File: config.mk
export PLATFORM = sky130hd
export DESIGN_NAME = key_cmd_encoder_flat
export DESIGN_NICKNAME = d
export VERILOG_FILES = /design/src/rtl/key_cmd_encoder_pkg.sv /design/src/rtl/key_cmd_encoder_if.sv /design/src/rtl/key_cmd_encoder_debounce.sv /design/src/rtl/key_cmd_encoder.sv /design/src/flat_wrapper.sv
export SDC_FILE = /design/constraint.sdc
export NUM_CORES = 1
export LEC_CHECK = 0
export ABC_AREA = 1
export CAP_MARGIN = 20
export CORE_MARGIN = 2
export CORE_UTILIZATION = 40
export CTS_CLUSTER_DIAMETER = 60
export DETAILED_ROUTE_END_ITERATION = 10
export GPL_ROUTABILITY_DRIVEN = 0
export PLACE_DENSITY_LB_ADDON = 0.05
export SLEW_MARGIN = 0
export SYNTH_ARGS = -nofsm -noshare
export SYNTH_HDL_FRONTEND = slang
export SYNTH_SLANG_ARGS = --single-unit
File: constraint.sdc
create_clock -name sysclk -period 12.16 [get_ports sysclk]
set_input_delay 2.432 -clock sysclk [delete_from_list [all_inputs] [get_ports sysclk]]
set_output_delay 2.432 -clock sysclk [all_outputs]
set_load 0.02 [all_outputs]
File: src/rtl/key_cmd_encoder_pkg.sv
// Shared definitions for the key command encoder: FSM states, the idle
// command code and a small constant helper used for timer sizing.
package keyproc_pkg;

   typedef enum logic [1:0] {
      IDLE,
      DELAY,
      REPEAT
   } fsm_state_e;

   localparam int unsigned CMD_NONE = 0;

   function automatic int unsigned max2(input int unsigned a, input int unsigned b);
      return (a > b) ? a : b;
   endfunction

endpackage

File: src/rtl/key_cmd_encoder_if.sv
// Command handshake bundle between the encoder (master) and its consumer.
interface key_cmd_if #(
   parameter int unsigned CMD_W = 3
);

   logic [CMD_W-1:0] cmd;
   logic             cmd_valid;
   logic             cmd_ready;

   modport master (output cmd, output cmd_valid, input cmd_ready);
   modport slave  (input cmd, input cmd_valid, output cmd_ready);

endinterface

File: src/rtl/key_cmd_encoder_debounce.sv
// Two-flop synchroniser followed by a stability counter; the output only
// follows the input after DEBOUNCE_CYCLES consecutive differing samples.
module key_debounce #(
   parameter int unsigned DEBOUNCE_CYCLES = 50000
) (
   input  logic sysclk,
   input  logic rst,
   input  logic din,
   output logic dout
);

   localparam int unsigned CW = (DEBOUNCE_CYCLES > 1) ? $clog2(DEBOUNCE_CYCLES) : 1;

   logic [1:0]    sync;
   logic [CW-1:0] cnt;

   always_ff @(posedge sysclk or posedge rst) begin
      if (rst) begin
         sync <= '0;
         cnt  <= '0;
         dout <= 1'b0;
      end else begin
         sync <= {sync[0], din};
         if (sync[1] == dout) begin
            cnt <= '0;
         end else if (cnt == CW'(DEBOUNCE_CYCLES - 1)) begin
            dout <= sync[1];
            cnt  <= '0;
         end else begin
            cnt <= cnt + 1'b1;
         end
      end
   end

endmodule

File: src/rtl/key_cmd_encoder.sv
// Debounced key pad to command encoder with auto-repeat and a single-entry
// valid/ready output register; the auto-mode switch is debounced alongside.
module key_cmd_encoder
   import keyproc_pkg::*;
#(
   parameter int unsigned NUM_KEYS        = 4,
   parameter int unsigned CMD_W           = 3,
   parameter int unsigned DEBOUNCE_CYCLES = 50000,
   parameter int unsigned REPEAT_DELAY    = 25000000,
   parameter int unsigned REPEAT_RATE     = 5000000
) (
   input  logic                sysclk,
   input  logic                rst,
   input  logic [NUM_KEYS-1:0] keys,
   input  logic                auto_key,
   key_cmd_if.master           cmd_bus,
   output logic                auto_switch,
   output logic [NUM_KEYS-1:0] key_state
);

   localparam int unsigned IW   = $clog2(NUM_KEYS);
   localparam int unsigned TMAX = max2(REPEAT_DELAY, REPEAT_RATE);
   localparam int unsigned TW   = (TMAX > 1) ? $clog2(TMAX) : 1;

   fsm_state_e       state, state_nxt;
   logic [IW-1:0]    act_idx, held_idx, held_nxt;
   logic             act_any, released, ev;
   logic [TW-1:0]    timer, timer_nxt;
   logic [CMD_W-1:0] ev_code, cmd_q;
   logic             valid_q;

   for (genvar i = 0; i < NUM_KEYS; i++) begin : g_key
      key_debounce #(.DEBOUNCE_CYCLES(DEBOUNCE_CYCLES)) u_db (
         .sysclk(sysclk), .rst(rst), .din(keys[i]), .dout(key_state[i])
      );
   end

   key_debounce #(.DEBOUNCE_CYCLES(DEBOUNCE_CYCLES)) u_db_auto (
      .sysclk(sysclk), .rst(rst), .din(auto_key), .dout(auto_switch)
   );

   // Highest asserted index wins.
   always_comb begin
      act_any = 1'b0;
      act_idx = '0;
      for (int unsigned i = 0; i < NUM_KEYS; i++) begin
         if (key_state[i]) begin
            act_any = 1'b1;
            act_idx = IW'(i);
         end
      end
   end

   // A different key taking priority counts as a release of the held one.
   assign released = !act_any || (act_idx != held_idx);
   assign ev_code  = CMD_W'(held_nxt) + CMD_W'(1);

   always_comb begin
      state_nxt = state;
      held_nxt  = held_idx;
      timer_nxt = timer;
      ev        = 1'b0;
      unique case (state)
         IDLE: begin
            if (act_any) begin
               ev        = 1'b1;
               held_nxt  = act_idx;
               timer_nxt = '0;
               state_nxt = DELAY;
            end
         end
         DELAY: begin
            if (released) begin
               state_nxt = IDLE;
            end else if (timer == TW'(REPEAT_DELAY - 1)) begin
               ev        = 1'b1;
               timer_nxt = '0;
               state_nxt = REPEAT;
            end else begin
               timer_nxt = timer + 1'b1;
            end
         end
         REPEAT: begin
            if (released) begin
               state_nxt = IDLE;
            end else if (timer == TW'(REPEAT_RATE - 1)) begin
               ev        = 1'b1;
               timer_nxt = '0;
            end else begin
               timer_nxt = timer + 1'b1;
            end
         end
         default: state_nxt = IDLE;
      endcase
   end

   always_ff @(posedge sysclk or posedge rst) begin
      if (rst) begin
         state    <= IDLE;
         held_idx <= '0;
         timer    <= '0;
         cmd_q    <= CMD_W'(CMD_NONE);
         valid_q  <= 1'b0;
      end else begin
         state    <= state_nxt;
         held_idx <= held_nxt;
         timer    <= timer_nxt;
         // Events arriving while a command is stalled are dropped.
         if (ev && (!valid_q || cmd_bus.cmd_ready)) begin
            cmd_q   <= ev_code;
            valid_q <= 1'b1;
         end else if (valid_q && cmd_bus.cmd_ready) begin
            cmd_q   <= CMD_W'(CMD_NONE);
            valid_q <= 1'b0;
         end
      end
   end

   assign cmd_bus.cmd       = cmd_q;
   assign cmd_bus.cmd_valid = valid_q;

endmodule
File: src/flat_wrapper.sv
// flat-port wrapper written by rule: the top's interface ports become plain ports
module key_cmd_encoder_flat import keyproc_pkg::*;
#(
   parameter int unsigned NUM_KEYS        = 4,
   parameter int unsigned CMD_W           = 3,
   parameter int unsigned DEBOUNCE_CYCLES = 50000,
   parameter int unsigned REPEAT_DELAY    = 25000000,
   parameter int unsigned REPEAT_RATE     = 5000000
)
  (sysclk, rst, keys, auto_key, auto_switch, key_state, cmd_bus_cmd, cmd_bus_cmd_valid, cmd_bus_cmd_ready);
  key_cmd_if #(.CMD_W(CMD_W)) cmd_bus_i ();
  input  logic sysclk;
  input  logic rst;
  input  logic [NUM_KEYS-1:0] keys;
  input  logic auto_key;
  output logic auto_switch;
  output logic [NUM_KEYS-1:0] key_state;
  output wire logic [$bits(cmd_bus_i.cmd)-1:0] cmd_bus_cmd;
  output wire logic [$bits(cmd_bus_i.cmd_valid)-1:0] cmd_bus_cmd_valid;
  input wire logic [$bits(cmd_bus_i.cmd_ready)-1:0] cmd_bus_cmd_ready;
  assign cmd_bus_cmd = cmd_bus_i.cmd;
  assign cmd_bus_cmd_valid = cmd_bus_i.cmd_valid;
  assign cmd_bus_i.cmd_ready = cmd_bus_cmd_ready;
  key_cmd_encoder #(.NUM_KEYS(NUM_KEYS), .CMD_W(CMD_W), .DEBOUNCE_CYCLES(DEBOUNCE_CYCLES), .REPEAT_DELAY(REPEAT_DELAY), .REPEAT_RATE(REPEAT_RATE)) u_core (.sysclk(sysclk), .rst(rst), .keys(keys), .auto_key(auto_key), .cmd_bus(cmd_bus_i), .auto_switch(auto_switch), .key_state(key_state));
endmodule
# [Word-level counts from Yosys, hierarchy flattened]
# Index checks and enable logic that the tools add are counted.
[word_totals] reg_bits=128 elab_cells=108 inputBits=8 mem_bits_ro=0 mem_bits_rw=0 n_memories=0 latch_bits=0
[op_classes] reduce_logical=16 n_addsub=7 n_mul=0 magnitude_cmp=0 eq_ne=20 n_div=0 n_shift=0 n_mux=40 bitwise=5
[op_table] operator="$mux W16" count=10
[op_table] operator="$mux W25" count=5
[op_table] operator="$add A16 B1 Y16 const B" count=5
[op_table] operator="$eq A16 B16 Y1 const B" count=5
[op_table] operator="$pmux W25 S3" count=1
[op_table] operator="$add A25 B1 Y25 const B" count=1
[op_table] operator="$eq A25 B23 Y1 const B" count=1
[op_table] operator="$eq A25 B25 Y1 const B" count=1
[op_table] operator="$mux W2" count=8
[op_table] operator="$mux W1" count=12
[op_table] operator="$reduce_and A2 Y1" count=5
[op_table] operator="$mux W3" count=2
[op_table] operator="$pmux W2 S3" count=1
[op_table] operator="$eq A1 B1 Y1" count=5
[op_table] operator="$not A1 Y1" count=5
[op_table] operator="$ne A2 B1 Y1 const B" count=2
[op_table] operator="$ne A2 B2 Y1 const B" count=2
[op_table] operator="$reduce_and A4 Y1" count=1
[op_table] operator="$add A2 B1 Y3 const B" count=1
[op_table] operator="$ne A3 B1 Y1 const B" count=1
[op_table] operator="$pmux W1 S3" count=1
[op_table] operator="$reduce_and A3 Y1" count=1
[op_table] operator="$reduce_bool A3 Y1" count=1
[op_table] operator="$eq A2 B1 Y1 const B" count=1
[op_table] operator="other kinds (7)" count=10

# [Longest topological paths before layout]
[depth] ltp_word=10 depth_mapped=14 ltp_nobuf=13

# [Modules after synthesis]
# Synthesis repeated with hierarchy kept, for this count alone.
[unflattened] hier_cells=966 hier_area_um2=7507.2
[modules_own_cells] mod="key_debounce" cells_per_inst=124 seq_area_each_um2=475.5 area_each_um2=1017.2 instances=5
[modules_own_cells] mod="key_cmd_encoder" cells_per_inst=346 seq_area_each_um2=825.8 area_each_um2=2421.1 instances=1

# [Least setup slack after synthesis]
# Ideal clock, no wire load.
[synth_path] kind="register to output" startpoint="register u_core.g_key[2].u_db.dout" endpoint="output key_state[2]" path_slack_ps=9161 arrival_time_ps=567 stages_incl_launch_ff=2 n_path_buf=1 path_cell_list="dfrtp_1 buf_4"
[synth_lines] item="start, declared" line="key_cmd_encoder_debounce.sv:9" text="output logic dout"
[synth_lines] item="start signal, assigned" line="key_cmd_encoder_debounce.sv:27" text="dout <= sync[1];"
[synth_lines] item="end, declared" line="flat_wrapper.sv:17" text="output logic [NUM_KEYS-1:0] key_state;"
# No word-level cell between the ends.

# [Worst setup path in the final report]
[layout_path] startpoint="register u_core.g_key[2].u_db.dout" endpoint="output key_state[2]"
# No word-level cell between the ends.

==> flow_metrics.tcl <==
set metrics [dict create \
    grt_first_pass_wirelength_um 26300 \
    worstMarginPinSlew_ps 960 \
    start_util_pct 40.6 \
    drive_gt1_share_pct 8.95 \
    instances_no_fill 1152 \
    antenna_found_initial 0 \
    io_buffer_count 16 \
    drt_wl_total_um 15000 \
    synth-compound-area-share_pct 6.27 \
    synth-edff-count 0 \
    end_kind "primary output" \
    max_stage_delay_ps 660 \
    crit_buf_inv 1 \
    cp_max_fo 5 \
    hold_depth 0 \
    drc 0 \
    clock-sinks 128 \
    cp.required_ps 9730 \
    synthAdderAreaFrac_pct 1.96 \
    crit_path_top_delay_cell "clkdlybuf4s50_1" \
    min_path_type "flop to flop" \
    drt_pass1_iterations 5 \
    dieArea_um2 18600 \
    ant_nets 0 \
    skew_ps 12.2 \
    path_cells "clkdlybuf4s50_1" \
    grt_start_max_net_pins 79 \
    pwr-share-clk_pct 52.1 \
    p_per_area_nw_per_um2 121 \
    synthCells 888 \
    cts_buffers 17 \
    crit_type "flop to primary output" \
    rows 48 \
    slew_violations 0 \
    htreeDepth 4 \
    slew_headroom_pct 36.0 \
    synth_cell_types 40 \
    fillers 1717 \
    die_width_um 136 \
    status "finished clean" \
    hpwl_um 10800 \
    cp.arrival_ps 1540 \
    postSynthAreaPerCell_um2 7.89 \
    p_leak_nw 3.45 \
    grt_pass1_vias 5649 \
    setup_violations 0 \
    finish.net_count 934 \
    irDropWorstVdd_mv 0.107 \
    cts_root_buf "clkbuf_16" \
    overflow 0 \
    drtIter0Drc 346 \
    vias 5765 \
    cts_buffer_depth 2 \
    p_comb_share_pct 2.6 \
    p_seq_share_pct 45.3 \
    r2r-start "u_core.timer[0]" \
    hold_viol_final 0 \
    p_int_w 0.000760 \
    switching_share_pct 20.9 \
    critPathLaunchType "flop" \
    core_um2 17200 \
    diodes 0 \
    multiInputGateArea_um2 3230 \
    synth_seq_cells 128 \
    rsz0062_at_grt "no" \
    post-cts-setup-buffer-count 0 \
    p_switching_w 0.000201 \
    timing.rr.end "u_core.cmd_bus.cmd[2]" \
    clk_pin_slew_ps 50 \
    syn-num-nets 907 \
    yosys.area_share.simple_pct 33.2 \
    ys_seq_area_share_pct 45.7 \
    grt_use_total_pct 17.8 \
    synth_top_family_by_area "simple AND/OR/NAND/NOR gates" \
    yosys.area_share.xor_xnor_pct 4.38 \
    min_period_ps 3970 \
    wl_per_cell_um 13.0 \
    seqCellArea_um2 3200 \
    synth_top_area_share_pct 45.7 \
    fmaxAchievable_mhz 252 \
    max_cap_violations 0 \
    synth_area_leaders "dfrtp_1, nand2_1, nor2_1" \
    synth.largest_area_cell "dfrtp_1" \
    ys_warn_count 0 \
    cts_tree "done" \
    area_delta_synth_final_pct 13.5 \
    period_share_pct 32.7 \
    synthArstFlopShare_pct 100 \
    io_pins 17 \
    clk_latency_ps 420 \
    synthMuxAreaShare_pct 0.321 \
    synth_ff_type "dfrtp_1" \
    die_height_um 136 \
    cts_resized 0 \
    r2r_slack_ps 10220 \
    ff2ff_path_depth 10 \
    setup_tns_ps 0 \
    dp_cells 1121 \
    vias_per_cell 5.00 \
    hold_start "u_core.g_key[0].u_db.sync[0]" \
    hold_path_end "u_core.g_key[0].u_db.sync[1]" \
    crit_family "buffers and inverters" \
    syn_area_um2 7010 \
    holdBufCountCts 0 \
]
synth_stat cells, types with 4 or more instances:
library cell and instances:
nand3_2 4, ha_1 11, inv_2 4, nor3b_1 7, nand2_1 167, nor4_2 6, nand4_1 22, nor3_1 30
o21a_1 4, xnor2_1 7, buf_4 4, nor3_2 4, or2_2 4, nor2_2 13, o21ai_0 35, nor2_1 127
dfrtp_1 128, nand2_2 7, a21oi_1 40, nor4_1 16, nand3_1 72, inv_1 123, xor2_1 28
per-stage QoR:
stage	setup WS [ps]	area, um^2	hold slack (ps)	util (%)	total power, W
final	8190	7950	352	46.1	0.000962
after global routing	7980	7950	360	46.1	0.00100
after CTS	8140	7950	357	46.1	0.000979
after detailed placement	7700	7380	336	42.8	0.000469
after global placement	7720	7380	340	42.8	0.000469
after floorplan	6320	7010	331	-	0.000460
worst max path at each step:
stage	end	from	cells after the start	slack, ps
6_report	key_state[2]	u_core.g_key[2].u_db.dout	1	8190
5_1_grt	u_core.g_key[1].u_db.cnt[5]	rst	3	7980
4_1_cts	key_state[2]	u_core.g_key[2].u_db.dout	1	8140
3_5_place_dp	u_core.g_key[0].u_db.cnt[10]	rst	3	7700
3_3_place_gp	u_core.g_key[0].u_db.cnt[8]	rst	3	7720
2_1_floorplan	u_core.cmd_bus.cmd[0]	rst	1	6320
registers in the layout, indices dropped and copies added, names as in the netlist:
name,flops
u_core.cmd_bus.cmd,3
u_core.cmd_bus.cmd_valid,1
u_core.g_key.u_db.cnt,64
u_core.g_key.u_db.dout,4
u_core.g_key.u_db.sync,8
u_core.held_idx,2
u_core.state,2
u_core.timer,25
u_core.u_db_auto.cnt,16
u_core.u_db_auto.dout,1
u_core.u_db_auto.sync,2
cells in the final DEF, fill, tap and decap left out, types with 2 or more instances in the layout:
| master | instances |
|---|---|
| nand2_1 | 167 |
| inv_2 | 4 |
| inv_1 | 122 |
| nand3_2 | 4 |
| o21ai_2 | 2 |
| clkdlybuf4s50_1 | 16 |
| xnor2_1 | 7 |
| clkbuf_1 | 4 |
| o21ai_0 | 35 |
| and3_1 | 2 |
| nor3_1 | 30 |
| and2_1 | 2 |
| or2_2 | 4 |
| nand4_1 | 22 |
| bufinv_16 | 2 |
| nor3_2 | 4 |
| dfrtp_1 | 128 |
| nor3b_1 | 7 |
| clkbuf_16 | 17 |
| inv_4 | 2 |
| clkbuf_8 | 4 |
| o21ai_1 | 2 |
| nand2_2 | 7 |
| o21a_1 | 4 |
| nand3_1 | 72 |
| mux2_2 | 2 |
| nor2_1 | 127 |
| nor4_1 | 16 |
| nor2_4 | 2 |
| clkinv_2 | 4 |
| a21oi_1 | 40 |
| ha_1 | 11 |
| nand2_4 | 2 |
| nor2_2 | 13 |
| xor2_1 | 28 |
| nor4_2 | 6 |
layer usage:
| layer | global-route usage, % | vias to the layer above | routed length [um] |
|---|---|---|---|
| met5 | 0 | - | 0 |
| met4 | 5.61 | 0 | 168 |
| met3 | 3.95 | 15 | 483 |
| met1 | 22.8 | 2740 | 7200 |
| li1 | - | 2941 | - |
| met2 | 29.8 | 69 | 7130 |
power groups by stage:
stage / Combinational [W] / Sequential [W] / Clock [W]
floorplan: 0.0000175 / 0.000442 / 0
global placement: 0.0000256 / 0.000443 / 0
detailed placement: 0.0000262 / 0.000443 / 0
CTS: 0.0000263 / 0.000436 / 0.000517
global route: 0.0000298 / 0.000436 / 0.000537
finish: 0.0000250 / 0.000436 / 0.000501
final cells by class:
cell class | instances | area share (%)
Clock buffer | 25 | 6.23
Clock inverter | 6 | 1.01
Inverter | 129 | 6.22
Multi-Input combinational cell | 622 | 40.6
Sequential cell | 128 | 40.3
Tap cell | 225 | 3.54
Timing Repair Buffer | 17 | 2.11
logic make-up (layout without fill, tap and decap cells):
| kind of cell | Yosys count | in the layout |
|---|---|---|
| XOR/XNOR | 35 | 35 |
| multiplexers | 2 | 2 |
| buffers and inverters | 138 | 177 |
| AND/OR/NAND/NOR | 490 | 490 |
| flip-flops | 128 | 128 |
| adder cells (fa/ha/maj) | 11 | 11 |
| AO/OA/AOI/OAI | 84 | 84 |
(Power assumes the default switching activity.)
